--- config.mk ---
export PLATFORM = sky130hd
export DESIGN_NAME = clk_div_detect
export DESIGN_NICKNAME = d
export VERILOG_FILES = /design/src/rtl/clk_div_detect.sv
export SDC_FILE = /design/constraint.sdc
export NUM_CORES = 1
export LEC_CHECK = 0
export CAP_MARGIN = 20
export CELL_PAD_IN_SITES_DETAIL_PLACEMENT = 0
export CELL_PAD_IN_SITES_GLOBAL_PLACEMENT = 1
export CORE_MARGIN = 3
export CORE_UTILIZATION = 45
export CTS_CLUSTER_SIZE = 24
export DETAILED_ROUTE_END_ITERATION = 12
export HOLD_SLACK_MARGIN = 0.02
export PLACE_DENSITY_LB_ADDON = 0.1
export SLEW_MARGIN = 20
export SYNTH_ARGS = -nofsm -noshare
export SYNTH_HDL_FRONTEND = slang
export SYNTH_SLANG_ARGS = --single-unit
--- constraint.sdc ---
create_clock -name clk -period 5.4 [get_ports clk]
set_clock_uncertainty 0.05 [all_clocks]
set_input_delay 0.54 -clock clk [delete_from_list [all_inputs] [get_ports clk]]
set_output_delay 0.54 -clock clk [all_outputs]
set_load 0.05 [all_outputs]
--- src/rtl/clk_div_detect.sv ---
`default_nettype none
// +--------------------------------------------------------------------------+
// | clk_div_detect: measures period/high width of a clk-synchronous divided  |
// | clock, locks after LOCK_N identical periods. Rev 1.0                     |
// +--------------------------------------------------------------------------+
module clk_div_detect #(
  parameter int CNT_W  = 8,
  parameter int LOCK_N = 2
) (
  input  logic             clk,
  input  logic             rst_n,
  input  logic             clk_in,
  output logic [CNT_W-1:0] div_ratio,
  output logic [CNT_W-1:0] high_width,
  output logic             odd_ratio,
  output logic             duty_even,
  output logic             locked,
  output logic             err
);

  localparam int MATCH_W = $clog2(LOCK_N + 2);
  localparam logic [CNT_W-1:0]   CNT_MAX  = '1;
  localparam logic [MATCH_W-1:0] LOCK_TGT = MATCH_W'(LOCK_N);

  typedef enum logic [1:0] {IDLE = 2'd0, MEAS = 2'd1, LOCKED = 2'd2} state_t;

  state_t             state_q, state_d;
  logic               s_q, s_d_q;
  logic [CNT_W-1:0]   cnt_q, cnt_d;
  logic [CNT_W-1:0]   hw_cur_q, hw_cur_d;
  logic [CNT_W-1:0]   prev_p_q, prev_p_d;
  logic [CNT_W-1:0]   prev_h_q, prev_h_d;
  logic               have_prev_q, have_prev_d;
  logic [MATCH_W-1:0] match_q, match_d;
  logic [CNT_W-1:0]   div_ratio_q, div_ratio_d;
  logic [CNT_W-1:0]   high_width_q, high_width_d;
  logic               odd_q, odd_d;
  logic               duty_q, duty_d;
  logic               locked_q, locked_d;
  logic               err_q, err_d;

  logic               rise, fall, same;
  logic [MATCH_W-1:0] match_new;

  assign rise      = s_q & ~s_d_q;
  assign fall      = ~s_q & s_d_q;
  assign same      = have_prev_q && (cnt_q == prev_p_q) && (hw_cur_q == prev_h_q);
  assign match_new = same ? (match_q + MATCH_W'(1)) : MATCH_W'(1);

  always_comb begin
    state_d      = state_q;
    cnt_d        = cnt_q;
    hw_cur_d     = hw_cur_q;
    prev_p_d     = prev_p_q;
    prev_h_d     = prev_h_q;
    have_prev_d  = have_prev_q;
    match_d      = match_q;
    div_ratio_d  = div_ratio_q;
    high_width_d = high_width_q;
    odd_d        = odd_q;
    duty_d       = duty_q;
    locked_d     = locked_q;
    err_d        = 1'b0;

    case (state_q)
      MEAS, LOCKED: begin
        cnt_d = (cnt_q == CNT_MAX) ? cnt_q : cnt_q + CNT_W'(1);
        if (fall) hw_cur_d = cnt_q;
        if (rise) begin
          // cnt_q now holds the full period just completed
          cnt_d       = CNT_W'(1);
          prev_p_d    = cnt_q;
          prev_h_d    = hw_cur_q;
          have_prev_d = 1'b1;
          if (state_q == MEAS) begin
            match_d = match_new;
            if (match_new >= LOCK_TGT) begin
              state_d      = LOCKED;
              div_ratio_d  = cnt_q;
              high_width_d = hw_cur_q;
              odd_d        = cnt_q[0];
              duty_d       = (hw_cur_q == (cnt_q - hw_cur_q));
              locked_d     = 1'b1;
            end
          end else if (!same) begin
            state_d  = MEAS;
            match_d  = MATCH_W'(1);
            locked_d = 1'b0;
            err_d    = 1'b1;
          end
        end else if (cnt_q == CNT_MAX) begin
          state_d  = IDLE;
          locked_d = 1'b0;
          err_d    = 1'b1;
        end
      end
      default: begin
        if (rise) begin
          state_d     = MEAS;
          cnt_d       = CNT_W'(1);
          have_prev_d = 1'b0;
          match_d     = '0;
        end
      end
    endcase
  end

  always_ff @(posedge clk or negedge rst_n) begin
    if (!rst_n) begin
      state_q      <= IDLE;
      s_q          <= 1'b0;
      s_d_q        <= 1'b0;
      cnt_q        <= '0;
      hw_cur_q     <= '0;
      prev_p_q     <= '0;
      prev_h_q     <= '0;
      have_prev_q  <= 1'b0;
      match_q      <= '0;
      div_ratio_q  <= '0;
      high_width_q <= '0;
      odd_q        <= 1'b0;
      duty_q       <= 1'b0;
      locked_q     <= 1'b0;
      err_q        <= 1'b0;
    end else begin
      state_q      <= state_d;
      s_q          <= clk_in;
      s_d_q        <= s_q;
      cnt_q        <= cnt_d;
      hw_cur_q     <= hw_cur_d;
      prev_p_q     <= prev_p_d;
      prev_h_q     <= prev_h_d;
      have_prev_q  <= have_prev_d;
      match_q      <= match_d;
      div_ratio_q  <= div_ratio_d;
      high_width_q <= high_width_d;
      odd_q        <= odd_d;
      duty_q       <= duty_d;
      locked_q     <= locked_d;
      err_q        <= err_d;
    end
  end

  assign div_ratio  = div_ratio_q;
  assign high_width = high_width_q;
  assign odd_ratio  = odd_q;
  assign duty_even  = duty_q;
  assign locked     = locked_q;
  assign err        = err_q;

endmodule
`default_nettype wire

# ---- After elaboration in Yosys (flattened, before gate mapping)
# Index checks and enable logic that the tools add are counted.
dict set report totals {
  ff_bits 59
  inputBits 3
  output_inout_bits 20
  word_cells 76
}
dict set report op_classes {
  n_addsub 3
  n_lt_le_gt_ge 1
  eq_ne 12
  muxes 29
  n_bitwise 4
  reduce_logical 12
}
# operator n
set ops {}
lappend ops {{2-to-1 mux 8 bit} 4}
lappend ops {{== test 8 bit} 3}
lappend ops {{2-to-1 mux 2 bit} 12}
lappend ops {{2-to-1 mux 1 bit} 13}
lappend ops {{AND reduction 4 bit} 3}
lappend ops {{adder 8 x 1 -> 8 bit (second input constant)} 1}
lappend ops {{== test 8 bit (second input constant)} 1}
lappend ops {{!= test 4 bit (second input constant)} 2}
lappend ops {{AND reduction 2 bit} 4}
lappend ops {{subtractor 8 bit} 1}
lappend ops {{!= test 3 x 2 -> 1 bit (second input constant)} 2}
lappend ops {{nonzero test 2 bit} 2}
lappend ops {{!= test 3 bit (second input constant)} 1}
lappend ops {{adder 2 x 1 -> 2 bit (second input constant)} 1}
lappend ops {{AND 1 bit} 2}
lappend ops {{== test 2 x 1 -> 1 bit (second input constant)} 1}
lappend ops {{== test 2 bit (second input constant)} 1}
lappend ops {{>= comparator 2 bit (second input constant)} 1}
lappend ops {{logical AND 1 bit} 2}
lappend ops {{!= test 2 bit (second input constant)} 1}
lappend ops {{inverter 1 bit} 2}
lappend ops {{OR reduction 2 bit} 1}

# ---- Longest topological paths before layout
# Gate-level depths: netlist of run 1.
dict set report logic_depth {
  depth_word 9
  mapped_depth 11
  depth_no_buf 10
}

# ---- Least setup slack after synthesis of run 1
# OpenSTA, ideal clock, no wires.
dict set report synth_path {
  kind {reg-to-reg}
  start {register state_q[0]}
  end {register div_ratio_q[6], in the netlist div_ratio[6]}
  setup_ns 0.125
  t_arrival_ns 2.284
  t_required_ns 5.225
  slack_ns 2.941
  stages_incl_launch_ff 8
  cell_sequence {dfrtp_1 > inv_1 > ha_1 > nor2_1 > nand2_1 > or4_4 > buf_6 > mux2_4}
}
dict set report synth_between {
  elab_chain_len 3
  word_cells_on_any_way 4
}
# element line
set synth_lines {}
lappend synth_lines {{start: declaration} 27} ;# state_t state_q, state_d;
lappend synth_lines {{start signal: assignment} 126} ;# state_q <= state_d;
lappend synth_lines {{== test 2 x 1 -> 1 bit or == test 2 bit (tied branches)} {65, 75}}
lappend synth_lines {{OR reduction 2 bit} 65} ;# case (state_q)
lappend synth_lines {{AND reduction 4 bit (no source line) (*)} n/a}
lappend synth_lines {{end signal: assignment} 135} ;# div_ratio_q <= div_ratio_d;
lappend synth_lines {{end: declaration} 35} ;# logic [CNT_W-1:0] div_ratio_q, div_ratio_d;
# Every way passes the cells marked *; elsewhere a longest branch is shown, timed or not.
# A chain may end at the register's enable or synchronous reset.

# ---- Worst setup path in the final report of run 1
dict set report layout_path {
  start {register cnt_q[0]}
  end {register duty_q, in the netlist duty_even}
}
dict set report layout_between {
  elab_chain_len 6
  word_cells_on_any_way 8
}
# element line
set layout_lines {}
lappend layout_lines {{start: declaration} 29} ;# logic [CNT_W-1:0] cnt_q, cnt_d;
lappend layout_lines {{start signal: assignment} 129} ;# cnt_q <= cnt_d;
lappend layout_lines {{== test 8 bit} 47} ;# assign same = have_prev_q && (cnt_q == prev_p_q) && (hw_cur_q == prev_h_q);
lappend layout_lines {{logical AND 1 bit (2 in a row)} 47}
lappend layout_lines {{2-to-1 mux 2 bit} 48} ;# assign match_new = same ? (match_q + MATCH_W'(1)) : MATCH_W'(1);
lappend layout_lines {{>= comparator 2 bit} 77} ;# if (match_new >= LOCK_TGT) begin
lappend layout_lines {{AND reduction 4 bit (no source line)} n/a}
lappend layout_lines {{end signal: assignment} 138} ;# duty_q <= duty_d;
lappend layout_lines {{end: declaration} 38} ;# logic duty_q, duty_d;
# Parallel ways exist; a longest one is shown, timed or not.

==> key figures, run 1 <==
Critical path
  • Slowest-stage cell, CP: dfrtp_1
  • CP delay by family, top: compound AO/OA/AOI/OAI gates
  • Slowest stage delay, CP: 0.54 ns
  • Worst R2R Setup Slack: 2.58 ns
  • Crit. End Element: flip-flop
  • Kind of critical path: reg -> reg
  • Maximum fanout along the worst path: 8
  • Crit path DAT: 3.03 ns
  • CP Buf/Inv Count: 2
  • Startpoint Class: flip-flop
  • Req. time, crit path: 5.61 ns
  • CP dominant cell by count: inv_1
  • Crit-path cells: inv_1 -> ha_1 -> inv_1 -> fa_1 -> a211oi_1 -> o21ai_0 -> a21oi_1 -> xnor2_1 -> or3b_2 -> o21ai_1

Final layout
  • Layout cells sized above 1: 15.84%
  • Fillers: 600
  • Non-filler cells, final: 399
  • Area growth from synthesis to layout: 13.46%
  • Nets: 331
  • N_diodes: 0

Clock tree
  • CTS resizes: 0
  • Max Buffers Root-to-Sink: 2
  • Hold bufs inserted after CTS: 0
  • Total CTS buffers: 9
  • Clk Latency, worst-skew pair: 0.34 ns
  • Setup Fix Bufs, Post-CTS: 0
  • Clock root buffer: clkbuf_8
  • Clock Sinks: 58
  • H-tree depth: 3
  • Worst-path clk slew: 0.07 ns
  • CTS tree: yes

Logic synthesis
  • Asr flop ratio synth: 100.0%
  • Post-synth EDFFs: 0
  • YS warnings: 0
  • Seq/Total Area, Yosys: 47.02%
  • Synth Cell Area: 3087 um2
  • Post-synth top area share: 47.02%
  • Post-Syn Nets: 312
  • Ranking of synthesized cells by area: dfrtp_1 (47%), xnor2_1 (7.4%), mux2_2 (6.6%), nand2_1 (6.2%), ha_1 (4.1%)
  • Unique masters post-synth: 45
  • Dominant cell type by area after synthesis: dfrtp_1
  • Syn Area/Cell: 10.36 um2
  • Primary FF master, synth: dfrtp_1
  • Post-Syn Instances: 298
  • FF+latch count, synth: 58

Timing
  • Final Critical Period: 2.816 ns
  • # setup viols final: 0
  • Measured slew at the worst slew-check pin: 1.045 ns
  • Slew Viols, Final: 0
  • TNS Setup: 0 ns
  • RSZ-0062 raised after global routing: false
  • Fmax: 355.1 MHz
  • Final Hold Fails: 0
  • Rel. slew slack: 30.20%
  • Fin crit share: 52.16%
  • Hold WS: 0.2784 ns

Detailed routing
  • ANT nets after route: 0
  • WL/cell: 16.55 um
  • Vias per inst: 5.489
  • Drt initial violations: 110
  • Detailed Routing Iterations Pass 1: 4
  • Final WL: 6.602 mm
  • DR vias: 2190
  • Post-route DRC: 0

Pwr
  • Peak VDD IR: 0.1923 mV
  • Total power: 1763 uW
  • PD cells: 503.3 nW/um2
  • Pleak: 0.001536 uW

GRT
  • First-pass GRT wire length: 11.12 mm
  • GRT Resource Usage Total: 19.04%
  • Vias in the first global route: 2177
  • Initial antenna violation count: 0
  • Pin count of the biggest net entering global routing: 59
  • Total grt overflow: 0

Floorplanning
  • Core Region: 6495 um2
  • Initial Util: 47.52%
  • I/O pin cnt: 23
  • Rows: 29
  • Die Wd: 88.82 um
  • Full die area: 7889 um2
  • Die Span Y: 88.82 um

Placed design
  • Hpwl dp: 4.593 mm
  • PortBufs: 22
  • Final Wtd Congestion: 0.7825
  • DP Cell Count: 383

Flow run
  • Max Cap Viol: 0

Worst hold path
  • Worst min path class: in -> async

Status
  • Outcome: complete, no violations
## path summary, 6_finish.rpt
path,from,to,depth (start not counted)
setup reg to reg,cnt_q[0]$_DFFE_PN0P_,duty_even$_DFFE_PN0P_,10
min in group clk,s_q$_DFF_PN0_,s_d_q$_DFF_PN0_,0
hold / removal,rst_n,high_width[4]$_DFFE_PN0P_,2
setup / recovery,cnt_q[0]$_DFFE_PN0P_,duty_even$_DFFE_PN0P_,10
max in group asynchronous,rst_n,div_ratio[1]$_DFFE_PN0P_,2
hold reg to reg,s_q$_DFF_PN0_,s_d_q$_DFF_PN0_,0
## power breakdown
group          switching [uW]  total, uW  internal [uW]
logic                     402        741            339
registers                97.8        608            510
clock network             178        414            236
## cell usage in the layout, fill, tap and decap left out, types with 4 or more instances in the layout
cell             netlist  layout
o21ai_2                5       5
o21ai_0               12      12
xor2_1                 8       8
mux2_2                18      18
nand4_1                6       6
inv_1                 15      15
nor4_1                 4       4
nor2_1                12      12
ha_1                  10      10
nand3_1                4       4
nor3_1                 6       6
clkdlybuf4s50_1        0      21
xnor2_1               26      26
nand2_1               51      51
dfrtp_1               58      58
clkbuf_8               0      11
o21a_1                 4       4
a21oi_1                5       5
## per-stage QoR
stage	cell area (um2)	worst slack [ns]	utilization (%)
CTS	3502	2.600	53.92
floorplan	3087	2.941	-
global route	3502	2.419	53.92
finish	3502	2.584	53.92
global placement	3298	2.670	50.78
detailed placement	3298	2.624	50.78
## cell usage after synthesis (5+ instances only)
cell	number
dfrtp_1	58
nand2_1	51
xnor2_1	26
mux2_2	18
inv_1	15
nor2_1	12
o21ai_0	12
ha_1	10
xor2_1	8
buf_6	6
nand4_1	6
nor3_1	6
a21oi_1	5
buf_2	5
o21ai_2	5
## routing by layer
layer | vias up | GRT usage [%] | share of wire (%)
met5 | - | 0 | 0
met4 | 0 | 8.516 | 1.4
met3 | 10 | 3.538 | 4.3
met2 | 56 | 28.68 | 46
met1 | 1069 | 26.66 | 48
li1 | 1055 | - | -
## cell type report
class                           count  area, um2  area share (%)
Multi-Input combinational cell    208       1456           41.59
Sequential cell                    58       1451           41.44
Inverter                           15      56.30           1.608
Clock buffer                       11      151.4           4.323
Tap cell                           77      96.34           2.751
Clock inverter                      5      52.55           1.501
Timing Repair Buffer               25      237.7           6.788
## worst reg2reg max path, delay by kind of cell, from the launching register on
kind                     cells  cell delay (ns)
buffers and inverters        2             0.19
XOR/XNOR                     1             0.10
flip-flops                   1             0.54
AO/OA/AOI/OAI                4             0.78
adder cells (fa/ha/maj)      2             0.61
AND/OR/NAND/NOR              1             0.48
## kinds of logic after synthesis
| group | after synthesis | synth area share (%) |
|---|---|---|
| buffers and inverters | 32 | 5.796 |
| AOI/OAI and AO/OA | 44 | 9.769 |
| xor gates and xnor gates | 36 | 10.70 |
| adders and majority gates | 11 | 4.702 |
| muxes | 19 | 7.053 |
| DFF | 58 | 47.02 |
| and+or+nand+nor | 98 | 14.96 |
## flip-flops by register name (all words and copies together), names as in the netlist
| register | flops |
|---|---|
| s_d_q | 1 |
| duty_even | 1 |
| state_q | 2 |
| s_q | 1 |
| div_ratio | 8 |
| err | 1 |
| prev_h_q | 8 |
| cnt_q | 8 |
| prev_p_q | 8 |
| locked | 1 |
| hw_cur_q | 8 |
| high_width | 8 |
| match_q | 2 |
| have_prev_q | 1 |
No activity file was read; power rests on OpenSTA's default activity.
==> run 2, diff against run 1 <==
==> constraint.sdc (replaced) <==
create_clock -name clk -period 2.9 [get_ports clk]
set_clock_uncertainty 0.05 [all_clocks]
set_input_delay 0.29 -clock clk [delete_from_list [all_inputs] [get_ports clk]]
set_output_delay 0.29 -clock clk [all_outputs]
set_load 0.05 [all_outputs]
==> key figures, run 2 (synthesis results as in run 1) <==
Clock tree
  • Hold bufs inserted after CTS: 0 (unchanged)
  • CTS resizes: 0 (unchanged)
  • Worst-path clk slew: 0.07 ns (about the same)
  • CTS tree: yes
  • H-tree depth: 3 (unchanged)
  • Clk Latency, worst-skew pair: 0.33 ns (about the same)
  • Max Buffers Root-to-Sink: 2 (unchanged)
  • Total CTS buffers: 9 (unchanged)
  • Clock Sinks: 58 (unchanged)
  • Setup Fix Bufs, Post-CTS: 0 (unchanged)
  • Clock root buffer: clkbuf_8

Floorplanning
  • Rows: 29 (unchanged)
  • I/O pin cnt: 23 (unchanged)
  • Die Span Y: 88.82 um (unchanged)
  • Full die area: 7889 um2 (unchanged)
  • Core Region: 6495 um2 (unchanged)
  • Initial Util: 47.52% (unchanged)
  • Die Wd: 88.82 um (unchanged)

Timing
  • Fin crit share: 89.32% (+37 points)
  • Final Hold Fails: 0 (unchanged)
  • RSZ-0062 raised after global routing: false
  • Final Critical Period: 2.590 ns (-0.2260 ns)
  • # setup viols final: 0 (unchanged)
  • TNS Setup: 0 ns (unchanged)
  • Fmax: 386.0 MHz (+8.7%)
  • Measured slew at the worst slew-check pin: 0.7275 ns (-0.3173 ns)
  • Rel. slew slack: 51.50% (+21 points)
  • Slew Viols, Final: 0 (unchanged)

Detailed routing
  • WL/cell: 16.05 um (-3.0%)
  • DR vias: 2159 (-1.4%)
  • ANT nets after route: 0 (unchanged)
  • Final WL: 6.563 mm (-0.59%)
  • Post-route DRC: 0 (unchanged)
  • Drt initial violations: 174 (+58%)
  • Vias per inst: 5.279 (-3.8%)
  • Detailed Routing Iterations Pass 1: 4 (unchanged)

GRT
  • GRT Resource Usage Total: 19.13% (+0.096 points)
  • Pin count of the biggest net entering global routing: 59 (unchanged)
  • Vias in the first global route: 2192 (+0.69%)
  • Total grt overflow: 0 (unchanged)
  • Initial antenna violation count: 0 (unchanged)
  • First-pass GRT wire length: 11.08 mm (-0.31%)

Critical path
  • Worst R2R Setup Slack: 0.31 ns (-2.27 ns)
  • Kind of critical path: reg -> reg
  • Worst R2R Path Depth: 7 (-3)
  • Crit. End Element: flip-flop
  • Startpoint Class: flip-flop
  • Maximum fanout along the worst path: 21 (+13)
  • Crit path DAT: 2.76 ns (-0.27 ns)
  • Req. time, crit path: 3.07 ns (-2.54 ns)
  • Worst R2R Start: hw_cur_q[7]$_DFFE_PN0P_
  • Worst flop-to-flop path endpoint: high_width[4]$_DFFE_PN0P_

Final layout
  • Post-route cell area: 3558 um2 (+1.6%)
  • Area growth from synthesis to layout: 15.28%
  • Nets: 341 (+3.0%)
  • N_diodes: 0 (unchanged)
  • Most common cell after layout, fill and taps aside: dfrtp_1
  • Layout cells sized above 1: 18.07% (+2.2 points)
  • Fin util: 54.79% (+0.87 points)
  • Commonest non-fill, non-tap cells in the layout: dfrtp_1 (58), nand2_1 (51), xnor2_1 (26)
  • Fillers: 576 (-4.0%)

Pwr
  • Sw frac: 37.82% (-0.66 points)
  • Internal power: 1989 uW (+83%)
  • Sw power: 1209 uW (+78%)
  • Pleak: 0.001579 uW (+2.8%)
  • Flop pwr share: 34.7% (+0.2 points)
  • PD cells: 898.7 nW/um2 (+79%)
  • Clock Power Share: 22.5% (-1.0 points)
  • Total power: 3198 uW (+81%)
  • Peak VDD IR: 0.4050 mV (+110%)
  • Combinational power share: 42.8% (+0.8 points)

Placed design
  • Hpwl dp: 4.608 mm (+0.32%)
  • PortBufs: 22 (unchanged)
  • Placed Area: 3373 um2 (+2.3%)
  • Final Wtd Congestion: 0.8525 (+8.9%)

Status
  • Outcome: complete, no violations

Worst hold path
  • Worst min path class: in -> async

Flow run
  • Max Cap Viol: 0 (unchanged)
## run 2: changes by cell type in the layout (fill, tap and decap cells not counted), sizes merged
| cell | previous run | this run |
|---|---|---|
| clkinv | 3 | 4 |
| buf | 4 | 14 |
| clkbuf | 11 | 10 |
## run 2: stage by stage
stage	hold slack, ns	std cells	setup WS, ns
2_1_floorplan	-0.05559	298	0.4408
3_3_place_gp	0.3560	393	0.3737
3_5_place_dp	0.3620	393	0.3414
4_1_cts	0.07875	409	0.3077
5_1_grt	0.1066	409	0.1351
6_report	0.05737	409	0.3096
## run 2: critical path, cell delays in order, from the launching register on
cell and delay (ns):
dfrtp_1 0.42, xnor2_1 0.22, nand4_1 0.21, or3_1 0.53
or4_4 0.61, buf_4 0.25, nand2_1 0.12, o21ai_2 0.05
## run 2: how the worst max path moves through the flow
stage	from	to	slack (ns)
floorplan	state_q[0]$_DFFE_PN0P_	div_ratio[6]$_DFFE_PN0P_	0.44
global placement	cnt_q[0]$_DFFE_PN0P_	duty_even$_DFFE_PN0P_	0.37
detailed placement	cnt_q[0]$_DFFE_PN0P_	duty_even$_DFFE_PN0P_	0.34
finish	hw_cur_q[7]$_DFFE_PN0P_	high_width[4]$_DFFE_PN0P_	0.31
CTS	cnt_q[0]$_DFFE_PN0P_	duty_even$_DFFE_PN0P_	0.31
global route	cnt_q[0]$_DFFE_PN0P_	duty_even$_DFFE_PN0P_	0.14
## run 2: layout make-up
type	instances	area [um2]	share of cell area, %
well taps	77	96.34	2.707
multi-input cells	208	1456	40.93
flip-flops and latches	58	1451	40.79
inverters	15	56.30	1.582
clock buffers	10	127.6	3.586
repair buffers	35	312.8	8.790
clock inverters	6	57.56	1.617
## run 2: per-layer routing
metal	share of wire, %	GRT usage (%)	wire length [um]
met1	49	26.80	3203
met2	45	28.88	2977
met3	4.4	5.028	288
met5	0	0	0
met4	1.4	6.319	93
## run 2: power groups by stage
stage | sequential, uW | combinational, uW | clock, uW
floorplan | 1110 | 1100 | 0
global placement | 1120 | 1360 | 0
detailed placement | 1130 | 1370 | 0
CTS | 1110 | 1380 | 739
global route | 1140 | 1530 | 778
finish | 1110 | 1370 | 718
